[src/rtl/alu_seq_pkg.sv]
// Shared types for the ALU command sequencer: command record and FSM states.
package alu_seq_pkg;

    localparam int unsigned ALU_SEL_W = 3;
    localparam int unsigned CMD_N     = 32;

    typedef struct packed {
        logic [CMD_N-1:0]     a;
        logic [CMD_N-1:0]     b;
        logic [ALU_SEL_W-1:0] sel;
    } alu_cmd_t;

    typedef enum logic [1:0] {
        IDLE,
        WAIT,
        HOLD
    } seq_state_e;

endpackage

[src/rtl/alu_cmd_fifo.sv]
// Synchronous command FIFO; power-of-two depth so the pointers wrap naturally.
module alu_cmd_fifo
    import alu_seq_pkg::*;
#(
    parameter int unsigned DEPTH = 4
) (
    input  logic                   clk,
    input  logic                   rst_n,
    input  logic                   push_i,
    input  logic                   pop_i,
    input  alu_cmd_t               wdata_i,
    output alu_cmd_t               rdata_o,
    output logic                   full_o,
    output logic                   empty_o,
    output logic [$clog2(DEPTH):0] count_o
);

    localparam int unsigned AW = $clog2(DEPTH);

    alu_cmd_t        mem_q [DEPTH];
    logic [AW-1:0]   wptr_q, wptr_d;
    logic [AW-1:0]   rptr_q, rptr_d;
    logic [AW:0]     count_q, count_d;
    logic            do_push;
    logic            do_pop;

    assign full_o  = (count_q == (AW+1)'(DEPTH));
    assign empty_o = (count_q == '0);
    assign count_o = count_q;
    assign rdata_o = mem_q[rptr_q];

    // Push is gated on the registered full flag, so a same-cycle pop never frees a slot.
    assign do_push = push_i && !full_o;
    assign do_pop  = pop_i && !empty_o;

    always_comb begin
        wptr_d  = wptr_q;
        rptr_d  = rptr_q;
        count_d = count_q;
        if (do_push) begin
            wptr_d = wptr_q + AW'(1);
        end
        if (do_pop) begin
            rptr_d = rptr_q + AW'(1);
        end
        case ({do_push, do_pop})
            2'b10:   count_d = count_q + (AW+1)'(1);
            2'b01:   count_d = count_q - (AW+1)'(1);
            default: count_d = count_q;
        endcase
    end

    always_ff @(posedge clk or negedge rst_n) begin
        if (!rst_n) begin
            wptr_q  <= '0;
            rptr_q  <= '0;
            count_q <= '0;
        end else begin
            wptr_q  <= wptr_d;
            rptr_q  <= rptr_d;
            count_q <= count_d;
        end
    end

    always_ff @(posedge clk) begin
        if (do_push) begin
            mem_q[wptr_q] <= wdata_i;
        end
    end

endmodule

[src/rtl/alu_op_sequencer.sv]
// Queues ALU commands, issues them one at a time to a clocked ALU, and holds
// each result in a response register until the consumer takes it.
module alu_op_sequencer
    import alu_seq_pkg::*;
#(
    parameter int unsigned N       = 32,
    parameter int unsigned DEPTH   = 4,
    parameter int unsigned ALU_LAT = 1
) (
    input  logic                   clk,
    input  logic                   rst_n,
    input  logic                   cmd_valid,
    output logic                   cmd_ready,
    input  logic [N-1:0]           cmd_a,
    input  logic [N-1:0]           cmd_b,
    input  logic [2:0]             cmd_sel,
    output logic [N-1:0]           alu_a,
    output logic [N-1:0]           alu_b,
    output logic [2:0]             alu_sel,
    input  logic [N-1:0]           alu_out,
    input  logic                   alu_carry,
    output logic                   rsp_valid,
    input  logic                   rsp_ready,
    output logic [N-1:0]           rsp_data,
    output logic                   rsp_carry,
    output logic [2:0]             rsp_sel,
    output logic                   busy,
    output logic [$clog2(DEPTH):0] count
);

    localparam int unsigned CW = $clog2(ALU_LAT + 1);

    seq_state_e     state_q, state_d;
    logic [CW-1:0]  cnt_q, cnt_d;
    logic [N-1:0]   alu_a_q, alu_a_d;
    logic [N-1:0]   alu_b_q, alu_b_d;
    logic [2:0]     alu_sel_q, alu_sel_d;
    logic           rsp_valid_q, rsp_valid_d;
    logic [N-1:0]   rsp_data_q, rsp_data_d;
    logic           rsp_carry_q, rsp_carry_d;
    logic [2:0]     rsp_sel_q, rsp_sel_d;

    alu_cmd_t       fifo_wdata;
    alu_cmd_t       fifo_rdata;
    logic           fifo_full;
    logic           fifo_empty;
    logic           fifo_pop;

    assign cmd_ready = rst_n && !fifo_full;

    always_comb begin
        fifo_wdata     = '0;
        fifo_wdata.a   = CMD_N'(cmd_a);
        fifo_wdata.b   = CMD_N'(cmd_b);
        fifo_wdata.sel = cmd_sel;
    end

    alu_cmd_fifo #(
        .DEPTH (DEPTH)
    ) u_fifo (
        .clk     (clk),
        .rst_n   (rst_n),
        .push_i  (cmd_valid),
        .pop_i   (fifo_pop),
        .wdata_i (fifo_wdata),
        .rdata_o (fifo_rdata),
        .full_o  (fifo_full),
        .empty_o (fifo_empty),
        .count_o (count)
    );

    always_comb begin
        state_d     = state_q;
        cnt_d       = cnt_q;
        alu_a_d     = alu_a_q;
        alu_b_d     = alu_b_q;
        alu_sel_d   = alu_sel_q;
        rsp_valid_d = rsp_valid_q;
        rsp_data_d  = rsp_data_q;
        rsp_carry_d = rsp_carry_q;
        rsp_sel_d   = rsp_sel_q;
        fifo_pop    = 1'b0;

        case (state_q)
            IDLE: begin
                if (!fifo_empty) begin
                    fifo_pop = 1'b1;
                    state_d  = WAIT;
                end
            end
            WAIT: begin
                if (cnt_q != '0) begin
                    cnt_d = cnt_q - CW'(1);
                end else begin
                    rsp_data_d  = alu_out;
                    rsp_carry_d = alu_carry;
                    rsp_valid_d = 1'b1;
                    state_d     = HOLD;
                end
            end
            HOLD: begin
                if (rsp_ready) begin
                    rsp_valid_d = 1'b0;
                    if (!fifo_empty) begin
                        fifo_pop = 1'b1;
                        state_d  = WAIT;
                    end else begin
                        state_d  = IDLE;
                    end
                end
            end
            default: state_d = IDLE;
        endcase

        // IDLE and HOLD share the issue path: any pop loads the ALU operands.
        if (fifo_pop) begin
            alu_a_d   = N'(fifo_rdata.a);
            alu_b_d   = N'(fifo_rdata.b);
            alu_sel_d = fifo_rdata.sel;
            rsp_sel_d = fifo_rdata.sel;
            cnt_d     = CW'(ALU_LAT);
        end
    end

    always_ff @(posedge clk or negedge rst_n) begin
        if (!rst_n) begin
            state_q     <= IDLE;
            cnt_q       <= '0;
            alu_a_q     <= '0;
            alu_b_q     <= '0;
            alu_sel_q   <= '0;
            rsp_valid_q <= 1'b0;
            rsp_data_q  <= '0;
            rsp_carry_q <= 1'b0;
            rsp_sel_q   <= '0;
        end else begin
            state_q     <= state_d;
            cnt_q       <= cnt_d;
            alu_a_q     <= alu_a_d;
            alu_b_q     <= alu_b_d;
            alu_sel_q   <= alu_sel_d;
            rsp_valid_q <= rsp_valid_d;
            rsp_data_q  <= rsp_data_d;
            rsp_carry_q <= rsp_carry_d;
            rsp_sel_q   <= rsp_sel_d;
        end
    end

    assign alu_a     = alu_a_q;
    assign alu_b     = alu_b_q;
    assign alu_sel   = alu_sel_q;
    assign rsp_valid = rsp_valid_q;
    assign rsp_data  = rsp_data_q;
    assign rsp_carry = rsp_carry_q;
    assign rsp_sel   = rsp_sel_q;
    assign busy      = (state_q != IDLE) || !fifo_empty;

endmodule

[config.mk]
export PLATFORM = sky130hd
export DESIGN_NAME = alu_op_sequencer
export DESIGN_NICKNAME = d
export VERILOG_FILES = /design/src/rtl/alu_seq_pkg.sv /design/src/rtl/alu_cmd_fifo.sv /design/src/rtl/alu_op_sequencer.sv
export SDC_FILE = /design/constraint.sdc
export NUM_CORES = 1
export LEC_CHECK = 0
export ABC_AREA = 1
export CORE_MARGIN = 2
export CORE_UTILIZATION = 59
export CTS_BUF_LIST = sky130_fd_sc_hd__clkbuf_4 sky130_fd_sc_hd__clkbuf_8 sky130_fd_sc_hd__clkbuf_16
export DETAILED_ROUTE_END_ITERATION = 10
export GPL_ROUTABILITY_DRIVEN = 0
export PLACE_DENSITY = 0.85
export SLEW_MARGIN = 20
export SYNTH_ARGS = -nofsm -noshare
export SYNTH_HDL_FRONTEND = slang
export SYNTH_SLANG_ARGS = --single-unit
[constraint.sdc]
create_clock -name clk -period 6.2 [get_ports clk]
set_clock_uncertainty 0.2 [all_clocks]
set_input_delay 0.62 -clock clk [delete_from_list [all_inputs] [get_ports clk]]
set_output_delay 0.62 -clock clk [all_outputs]
set_load 0.05 [all_outputs]
==> results of run 1 <==
state kept, by name, summed over array words and instances (netlist names):
signal	count
u_fifo.mem_q	268
alu_b	32
u_fifo.count_o	3
state_q	2
alu_a	32
rsp_data	32
rsp_carry	1
u_fifo.rptr_q	2
rsp_sel	3
rsp_valid	1
cnt_q	1
u_fifo.wptr_q	2
worst max-delay path, cell delays in order:
cell             delay [ns]
dlygate4sd3_1          0.52
buf_4                  0.57
and2_1                 0.21
clkdlybuf4s50_1        0.81
cell type report:
type,count,area [µm²]
clock buffer,55,1110
clock inverter,12,83.8
tap,335,419
fill,1674,6920
antenna,1,2.50
sequential,379,10800
timing repair buffer,223,2200
multi-input combinational,814,3410
inverter,286,1080
per-stage QoR:
step	total power, mW	instance area (µm²)	cells	util [%]
final	10.6	19100	2105	73.4
after global routing	11.2	19100	2104	73.4
after CTS	10.7	19100	2104	73.4
after detailed placement	8.45	17900	2036	68.8
after global placement	8.30	17900	2036	68.8
after floorplan	7.05	15600	1549	-
power by group through the flow:
stage	clock network, mW	registers [mW]	logic (mW)
after floorplan	0	4.97	2.08
after CTS	2.19	3.84	4.62
after global routing	2.28	3.91	4.99
final	2.17	3.84	4.59
after detailed placement	0	3.88	4.58
after global placement	0	3.85	4.46
logic make-up after synthesis:
logic type	share of synthesized area, %
adders and majority gates	0.528
DFF	69.2
buffers and inverters	9.16
and+or+nand+nor	20.7
xor gates and xnor gates	0.224
AOI/OAI and AO/OA	0.144
metal layers:
metal	vias to the layer above	global-route usage, %
met5	-	0
met4	0	8.10
met3	61	4.78
met2	445	44.4
met1	5168	31.4
li1	5185	-
what timing repair did:
action,CTS,global route
endpoints found under the hold margin,11,0
setup buffers,0,0
hold buffers,1,0
how the worst max path moves through the flow:
stage,from,endpoint,cells after the start
6_report,rst_n,cmd_ready,4
5_1_grt,rst_n,cmd_ready,4
4_1_cts,rst_n,cmd_ready,4
3_5_place_dp,rsp_ready,u_fifo.count_o[1]$_DFFE_PN0P_,10
3_3_place_gp,rsp_ready,u_fifo.count_o[1]$_DFFE_PN0P_,10
2_1_floorplan,u_fifo.count_o[0]$_DFFE_PN0P_,u_fifo.mem_q[0][0]$_DFFE_PP_,4
cell usage in the layout, fill, tap and decap left out:
cell / instances
clkbuf_4: 14
o21ai_0: 3
clkinv_1: 7
nand3_1: 172
clkbuf_8: 2
clkinvlp_2: 1
dlygate4sd3_1: 1
ha_1: 5
or2_2: 1
diode_2: 1
buf_4: 11
bufinv_16: 1
nand2_4: 1
nand2_1: 618
and2_1: 1
inv_2: 4
edfxtp_1: 268
clkinvlp_4: 1
inv_4: 1
inv_6: 1
clkinv_2: 2
fa_1: 1
o31ai_1: 1
inv_1: 280
nor2_4: 5
clkdlybuf4s50_1: 211
xor2_1: 2
dfrtp_2: 1
dfrtp_4: 1
nand2_2: 2
dfrtp_1: 109
clkbuf_16: 39
xnor2_1: 2
==> results.md, run 1 <==
- The clock tree root buffer cell is clkbuf_16.
- The data required time at the worst endpoint is 5.38 ns.
- Data arrives at the worst endpoint at between 2 and 3 ns.
- The layout overhead on the synthesized area is 22.4%.
- The net count after synthesis is 1659.
- The number of DRC markers after the initial detailed-route iteration is around 1100.
- In this run the core area contains 59 standard-cell rows.
- The biggest area consumer among synthesized cells is edfxtp_1.
- The flip-flop and latch count after synthesis is roughly 380.
- The number of antenna violations at the first check in global routing is 0.
- The internal power of the cells is roughly 6 mW.
- After detailed routing, the number of vias per cell comes to between 5 and 6.
- In this run the static leakage power is about 9 nW.
- After synthesis, the largest area contributor takes up 51.5% of total cell area.
- The global-route wire length before repair is 55700 µm.
- The count of unresolved DRC violations after routing is 0.
- By area the synthesized netlist is led by edfxtp_1 (51%), dfrtp_1 (18%), nand2_1 (15%).
- The number of synthesis warnings is 0.
- The share of flip-flops with an asynchronous set or reset is 29.3%.
- At the end of the flow, the number of nets in the layout was ~1900.
- Among all flip-flop cells after synthesis, the most frequent one is edfxtp_1.
- The launch instance of the worst register-to-register path is u_fifo.count_o[0]$_DFFE_PN0P_.
- The number of buffers between clock root and the deepest sink is 3.
- VDD sags by at most approximately 0.00045 V.
- Dividing the detail-routed wire length by the instance count gives 16.6 µm.
- The distinct cell type count of the synthesized netlist is 23.
- Detailed routing inserted a total of 10859 vias.
- Setup repair after global routing left no endpoint under its margin.
- Before antenna repair, the detailed router went through 5 iterations.
- In this run the critical register-to-register path is captured at u_fifo.count_o[1]$_DFFE_PN0P_.
- For this configuration, the core starts out at a cell density of between 60% and 70%.
- Counting cells, the worst reg-to-reg path comes to 9.
- By count the netlist is led by nand2_1 (619), inv_1 (280), edfxtp_1 (268).
- The top layer used by detailed routing is met4.
- The share of total power consumed by net switching is a little over two fifths.
- In the post-route analysis, the smallest setup slack over all paths is 2.62 ns.
- Buffers inserted during clock tree synthesis total 37.
- The worst-skew pair later-pin latency is around 0.51 ns.
- Hold timing on the final database bottoms out at a slack of 0.270 ns.
- The via count of the first global-routing pass was about 11000.
- The sort of element at the start of the critical path is an input pin.
- Prior to clock tree synthesis, the placed netlist has a worst setup slack of 2.47 ns.
- Wire segments on met3 add up to approximately 2600 µm in the final route.
- Among all cell types in the netlist, the one instantiated most often is nand2_1.
- The worst hold path terminates at rsp_data[2]$_DFFE_PN0P_.
- The tree built by TritonCTS fans out to approximately 380 sinks.
- Counting flops with a built-in enable in the synthesized netlist gives approximately 270.
- Subtracting the final worst setup slack from the clock period gives approximately 3.6 ns.
- Wire segments on met2 add up to about 18000 µm in the final route.
- The die is 167 µm wide.
- In this run the worst hold path is classified as flop to flop.
- The number of cells produced by synthesis is 1549.
- The number of max-slew violations in the final report is 0.
- The post-detailed-routing wire length is approximately 35000 µm.
- Setup violations remaining at the end of the flow were counted as 0.
- The half-perimeter wire length after placement is approximately 20000 µm.
- In this run the remaining antenna-violating nets after routing total 0.
- The share of total power dissipated in sequential elements is a little over a third.
- After synthesis, flip-flops and latches occupy ~70% of the total area.
- The register-to-register path setup slack is a little over 3 ns.
- The H-tree level count is 2.
- The flow ran to the end, and the final reports show no timing, DRC or antenna violations.
- The accumulated negative setup slack is 0 ns.
- In the final routing, the length of wire on met1 measures roughly 14000 µm.
- The worst hold path stage count is 2.
- Entering global routing, the biggest net connects slightly below 90 pins.
- The clock network is responsible for 20.4% of the overall power.
- Dividing total power by cell area gives a power density of 554 nW/µm².
- Once the clock tree was built, the resizer swapped 0 gates to a different size.
- The part of the power in combinational logic is 43.3%.
- The die area is roughly 28000 µm².
- The ratio of final minimum period to clock period is 57.7%.
- The critical path in this run is classified as input pin to output port.
- The combined area of all synthesized cells is about 16000 µm².
- In this run the worst path has a maximum fanout of 53.
- The number of max-cap violations is 0.
- The region available for standard cell placement spans around 26000 µm².
- Global routing used between 20% and 30% of the available tracks across all layers.
- The count of buffers inserted at the top-level ports is 212.
- The total overflow reported by the global router is 0.
- The mean post-synth cell area is between 10 and 15 µm².
- The type of destination of the critical path is an output port.
- The clock-pin slew on the worst setup and hold paths is roughly 0.060 ns.
- In this run the tightest slew margin relative to its limit is around 30%.
- The total count of hold-check failures in the final report is 0.
- Of the cells placed in the final design, the portion with a size suffix greater than 1 is about 5%.
- Derived from the worst setup path, the maximum achievable clock frequency is approximately 0.28 GHz.
- The actual slew at the worst max-slew pin is approximately 1.1 ns.
- TritonCTS built the clock tree.
- For this design the total switching power over the nets is between 4 and 5 mW.
- In this run the vertical extent of the chip is approximately 170 µm.
- During I/O placement, the number of pins put on the boundary was roughly 210.
- The worst hold path begins at rsp_data[2]$_DFFE_PN0P_.
Note: power is estimated with default switching activity, not from simulation.
==> run 2, diff against run 1 <==
Settings changed: CORE_UTILIZATION 59 to 55, PLACE_DENSITY 0.85 to 0.8.
Clock period 6.2 ns to 3.4 ns, I/O delays scaled along.
==> results.md, run 2 (synthesis gave the netlist of run 1 again) <==
- The pin count of the biggest net entering global routing came to 112 (+29%).
- The ratio of total power to cell area is 1010 nW/µm² (+83%).
- The internal power of the cells was 11.3 mW (+85%).
- The global-route wire length before repair came to 56900 µm (+2.1%).
- From synthesis to final layout, the design area changed by 23.8%.
- The die width was 173 µm (+3.5%).
- The sum of internal, switching and leakage power was 19.6 mW (+85%).
- The cell area after layout was 19400 µm² (+1.2%).
- The minimum clock period after layout is ~2.7 ns.
- The number of buffers inserted by hold repair at cts is 1 (unchanged).
- Setup repair after global routing left no endpoint under its margin.
- The overall routing resource usage is 23.7% (-1.4 points).
- The net switching power is 8.27 mW (+84%).
- Of the available clock period, the critical path in the final layout requires 80.9%.
- The data required time at the worst endpoint was 2.86 ns (-2.52 ns).
- The worst setup path is captured at an output port.
- The placed cell area is 18100 µm² (+0.93%).
- The number of buffers between clock root and the deepest sink is 3 (unchanged).
- The tightest hold margin is 0.188 ns (-0.0816 ns).
- The final setup slack of the worst path is 0.651 ns (-1.97 ns).
- TritonCTS built the clock tree.
- The number of max-slew violations in the final report came to 0 (unchanged).
- The number of nets still failing antenna checks after routing is 0 (unchanged).
- The run finished with clean final reports.
- The die area is 29800 µm² (+7.1%).
- The placed instance count is 2087 (+2.5%).
- Static timing analysis puts the maximum clock frequency at 0.364 GHz.
- The clock sink count is 379 (unchanged).
- The relative slew slack is 38.4% (+8.7 points).
- The number of DRC markers after the initial detailed-route iteration is 1008 (-4.4%).
- The buffers inserted during post-CTS setup optimization came to 0 (unchanged).
- The first-pass iteration count of the detailed router is 5 (unchanged).
- Leaving out fill and tap cells, the most frequent cell in the layout is nand2_1.
- The placeable core region is 27900 µm² (+6.9%).
- The number of cells upsized or downsized after cts came to 0 (unchanged).
- The half-perimeter wire length after placement was 21000 µm (+2.8%).
- The total clock buffers created by CTS is 38 (+2.7%).
- The starting utilization of the core area was 56.1% (-3.9 points).
- The share of total power consumed by net switching was 42.2% (-0.19 points).
- The leakage dissipation is 9.00 nW (+1.0%).
- The mean routed wirelength per cell is 16.3 µm (-1.7%).
- The site row count is 61 (+3.4%).
- The library cells used most frequently in the layout, excluding fill and tap cells, are nand2_1 (618), inv_1 (280), edfxtp_1 (268).
- The sequential cell fraction of total power is 35.4% (-0.8 points).
- The net count of the finished layout is 1860 (+0.49%).
- The count of fill cells added during filler insertion is 1920 (+15%).
- The number of antenna violations at the first check in global routing was 1 (+1).
- The sort of element at the start of the critical path is a flop.
- The core occupancy in the finished layout is 69.5% (-3.9 points).
- The count of unresolved DRC violations after routing is 0 (unchanged).
- The clock-pin slew on the worst setup and hold paths is 0.06 ns (about the same).
- The actual slew at the worst max-slew pin was 0.918 ns (-0.136 ns).
- The data arrival time of the worst path is 2.21 ns (-0.55 ns).
- The total I/O pin count was 213 (unchanged).
- The total overflow reported by the global router is 0 (unchanged).
- The H-tree level count is 2 (unchanged).
- The flip-flop count of the largest register after layout was 268 (unchanged).
- The vertical extent of the die is 173 µm (+3.5%).
- The accumulated negative setup slack came to 0 ns (unchanged).
- Clock tree synthesis selected as its root buffer the cell clkbuf_16.
- The worst-skew pair later-pin latency is 0.51 ns (about the same).
- The via count of the first global-routing pass was 11103 (-0.69%).
- The count of buffers inserted at the top-level ports is 212 (unchanged).
- The register bank with the most flops is u_fifo.mem_q.
- The highest ir drop seen on vdd came to 0.000618 V (+37%).
- The part of the power in combinational logic is 43.4% (about the same).
- The detailed-route via count is 10929 (+0.64%).
- The clock network fraction of design power is 21.2% (+0.8 points).
- The share of cells above drive strength 1 is 5.62% (+0.65 points).
- The number of max-cap violations is 0 (unchanged).
- The total count of hold-check failures in the final report was 0 (unchanged).
- The final-report setup violation count was 0 (unchanged).
- The post-place setup slack came to 0.625 ns (-1.84 ns).
- The top fanout value on the critical path came to 4 (-92%).
- The filler-free cell count of the finished design is 2158 (+2.5%).
- The critical path is of the flop to output port type.
- The worst hold path belongs to the class input pin to flop.
- The post-detailed-routing wire length came to 35200 µm (+0.75%).
- The via-per-instance ratio came to 5.06 (-1.8%).
## run 2: cell types whose count changed in the layout (fill, tap and decap cells not counted), moves of 2 or more
cell       before  now
bufinv_16       1    3
clkinv_1        7    5
buf_4          11   15
clkbuf_4       14   10
clkinv_2        2    9
buf_12          0    4
## run 2: area by class of cell
type,count,area [µm²],share of cell area [%]
inverter,286,1080,5.56
timing repair buffer,231,2310,12.0
tap,378,473,2.44
clock buffer,51,1080,5.57
multi-input combinational,814,3410,17.6
sequential,379,10800,56.0
clock inverter,18,170,0.879
antenna,1,2.50,0.0129
## run 2: worst paths after layout
| kind | slack (ns) | end | cells past startpoint | start |
|---|---|---|---|---|
| setup / recovery | 0.65 | busy | 4 | u_fifo.count_o[0]$_DFFE_PN0P_ |
| max in group asynchronous | 2.12 | u_fifo.rptr_q[0]$_DFFE_PN0P_ | 3 | rst_n |
| min in group asynchronous | 0.31 | alu_b[1]$_DFFE_PN0N_ | 3 | rst_n |
| hold reg to reg | 0.27 | rsp_data[28]$_DFFE_PN0P_ | 2 | rsp_data[28]$_DFFE_PN0P_ |
| setup reg to reg | 0.93 | state_q[1]$_DFFE_PN0P_ | 3 | cnt_q$_DFFE_PN0P_ |
| hold / removal | 0.19 | rsp_data[14]$_DFFE_PN0P_ | 3 | alu_out[14] |
## run 2: power groups by stage
stage          Clock [mW]  Combinational (mW)  Sequential, mW
6_report             4.16                8.50            6.93
5_1_grt              4.41                9.28            7.05
4_1_cts              4.21                8.59            6.93
3_5_place_dp            0                8.51            7.00
3_3_place_gp            0                8.31            6.96
2_1_floorplan           0                3.81            9.02
## run 2: per-layer routing
layer / part of all wire, % / vias to the layer above / global-route usage (%) / wire, µm
li1: - / 5195 / - / -
met1: 40 / 5278 / 30.4 / 14200
met2: 50 / 398 / 41.9 / 17700
met3: 7.3 / 56 / 4.38 / 2550
met4: 1.9 / 2 / 6.02 / 652
met5: 0.037 / - / 0 / 13
## run 2: critical path, stage by stage, from the launching register on
cell and delay, ns:
dfrtp_1 0.44, inv_1 0.09, nand3_1 0.14, or2_2 0.31, clkdlybuf4s50_1 0.71
==> run 3, diff against run 2 <==
Clock period 3.4 ns to 2.8 ns, I/O delays scaled along.
==> results.md, run 3 (synthesis gave the netlist of run 1 again) <==
- The flow ran to the end, and the final reports show no timing, DRC or antenna violations.
- The share of cells above drive strength 1 is 5.94% (+0.32 points).
- The sequential cell fraction of total power is 34.9% (-0.5 points).
- The number of buffers inserted by hold repair at cts came to 1 (unchanged).
- The detailed-route via count was 10857 (-0.66%).
- The share of total power consumed by net switching is 41.7% (-0.45 points).
- The cell area after layout is 19500 µm² (+0.82%).
- The net count of the finished layout is 1864 (+0.22%).
- The overall routing resource usage came to 23.6% (-0.15 points).
- Clock tree synthesis selected as its root buffer the cell clkbuf_16.
- The count of buffers inserted at the top-level ports is 212 (unchanged).
- The part of the power in combinational logic is 43.4% (about the same).
- The first-pass iteration count of the detailed router is 4 (-1).
- The core occupancy in the finished layout is 70.1% (+0.57 points).
- The die width came to 173 µm (unchanged).
- The vertical extent of the die is 173 µm (unchanged).
- The layout overhead on the synthesized area is 24.8%.
- The placeable core region is 27900 µm² (unchanged).
- The min-delay analysis places its worst path in the category input pin to flop.
- The via-per-instance ratio is 5.02 (-0.89%).
- The top fanout value on the critical path was 4 (unchanged).
- After layout, the worst path uses between 90 and 100% of the clock period.
- The number of cells upsized or downsized after cts is 0 (unchanged).
- The highest ir drop seen on vdd was 0.000757 V (+22%).
- The count of unresolved DRC violations after routing was 0 (unchanged).
- The sort of element at the start of the critical path is a flop.
- The placed cell area is 18200 µm² (+0.43%).
- The number of DRC markers after the initial detailed-route iteration was 857 (-15%).
- The fmax is around 0.37 GHz.
- Walking the worst path, the cells encountered are inv_1, nand3_1, or2_2, clkdlybuf4s50_1.
- The total clock buffers created by CTS is 38 (unchanged).
- The clock network fraction of design power is 21.7% (+0.5 points).
- In the layout the commonest cells are nand2_1 (619), inv_1 (280), edfxtp_1 (268).
- The master of the slowest instance on the critical path is clkdlybuf4s50_1.
- The start-to-end type of the worst setup path is flop to output port.
- The number of max-cap violations is 0 (unchanged).
- The post-detailed-routing wire length is 34900 µm (-0.70%).
- The final-report setup violation count is 0 (unchanged).
- The half-perimeter wire length after placement is 20400 µm (-2.9%).
- The total overflow reported by the global router is 0 (unchanged).
- The site row count is 61 (unchanged).
- The clock sink count came to 379 (unchanged).
- Setup repair after global routing left no endpoint under its margin.
- The leakage dissipation is 9.05 nW (+0.64%).
- The die area is 29800 µm² (unchanged).
- The total count of hold-check failures in the final report came to 0 (unchanged).
- The library cell used most frequently in the layout, excluding fill and tap cells, is nand2_1.
- The number of max-slew violations in the final report is 0 (unchanged).
- The internal power of the cells is 14.1 mW (+24%).
- The flip-flop count of the largest register after layout is 268 (unchanged).
- The ratio of total power to cell area is 1240 nW/µm² (+22%).
- The tightest hold margin is 0.125 ns (-0.0628 ns).
- The relative slew slack came to 55.2% (+17 points).
- The number of nets still failing antenna checks after routing was 0 (unchanged).
- The total I/O pin count is 213 (unchanged).
- The number of antenna violations at the first check in global routing is 2 (+1).
- The number of buffers between clock root and the deepest sink is 3 (unchanged).
- TritonCTS built the clock tree.
- The worst path in the final design needs a cycle of between 2 and 3 ns, including I/O delays and setup.
- The starting utilization of the core area came to 56.1% (unchanged).
- The buffers inserted during post-CTS setup optimization came to 0 (unchanged).
- The pin count of the biggest net entering global routing was 137 (+22%).
- The worst-skew pair later-pin latency is 0.52 ns (about the same).
- The net switching power is 10.1 mW (+22%).
- The mean routed wirelength per cell is 16.2 µm (-0.93%).
- The global-route wire length before repair was 56000 µm (-1.5%).
- Ranked by flip-flop count, first place goes to u_fifo.mem_q.
- The clock-pin slew on the worst setup and hold paths came to 0.06 ns (about the same).
- The data required time at the worst endpoint is 2.32 ns (-0.54 ns).
- The actual slew at the worst max-slew pin is 0.672 ns (-0.246 ns).
- The via count of the first global-routing pass was 11134 (+0.28%).
- The delay of the slowest critical-path stage is 0.71 ns (about the same).
- The data arrival time of the worst path came to 2.21 ns (about the same).
- The count of fill cells added during filler insertion is 1969 (+2.6%).
- The H-tree level count is 2 (unchanged).
- STA classifies the critical path endpoint as an output port.
==> run 3: cell types whose count changed in the layout (fill, tap and decap cells not counted), sizes merged <==
cell / delta
clkbuf: +6
inv: -1
clkinv: -7
clkinvlp: +3
buf: +5
clkdlybuf4s50: -1
==> run 3: stage by stage <==
stage / setup WS [ns] / cells / TNS [ns] / power (mW)
6_report: 0.112 / 2163 / 0 / 24.1
5_1_grt: 0.00291 / 2162 / 0 / 25.5
4_1_cts: 0.0867 / 2162 / 0 / 24.3
3_5_place_dp: 0.462 / 2091 / 0 / 19.0
3_3_place_gp: 0.465 / 2091 / 0 / 18.6
2_1_floorplan: -0.703 / 1549 / -188.48 / 15.6
==> run 3: metal layers <==
metal  routed length (µm)  track usage (%)  up-vias
met5                   13                0        -
met4                  809             7.30        2
met3                 2130             4.16       70
met2                17800             42.4      374
met1                14200             29.1     5206
li1                     -                -     5205
==> run 3: layout make-up <==
cell class / instances / area, µm² / share of cell area, %
Clock buffer: 57 / 1180 / 6.03
Clock inverter: 13 / 155 / 0.795
Antenna cell: 1 / 2.50 / 0.0128
Timing Repair Buffer: 235 / 2390 / 12.3
Inverter: 286 / 1080 / 5.51
Sequential cell: 379 / 10800 / 55.5
Multi-Input combinational cell: 814 / 3410 / 17.5
Tap cell: 378 / 473 / 2.42
==> run 3: final timing paths <==
kind                                               start                       endpoint  slack, ns  cells past startpoint
max in group asynchronous                          rst_n   u_fifo.rptr_q[0]$_DFFE_PN0P_       1.55                      3
min reg2reg                     rsp_data[31]$_DFFE_PN0P_       rsp_data[31]$_DFFE_PN0P_       0.27                      2
max                        u_fifo.count_o[0]$_DFFE_PN0P_                           busy       0.11                      4
min                                           alu_out[1]        rsp_data[1]$_DFFE_PN0P_       0.13                      3
max reg2reg                u_fifo.count_o[0]$_DFFE_PN0P_  u_fifo.count_o[2]$_DFFE_PN0P_       0.58                      8
min in group asynchronous                          rst_n        rsp_data[7]$_DFFE_PN0P_       0.26                      3
==> run 3: power by group through the flow <==
stage / Sequential (mW) / Clock, mW / Combinational [mW]
after floorplan: 11.0 / 0 / 4.63
after global placement: 8.45 / 0 / 10.2
after detailed placement: 8.52 / 0 / 10.5
after CTS: 8.43 / 5.33 / 10.6
after global routing: 8.57 / 5.54 / 11.4
final: 8.42 / 5.24 / 10.5
==> run 3: critical path, delay by kind of cell (launching register included) <==
kind / cells / cell delay [ns]
buffers and inverters: 2 / 0.81
flip-flops: 1 / 0.45
AND/OR/NAND/NOR: 2 / 0.44
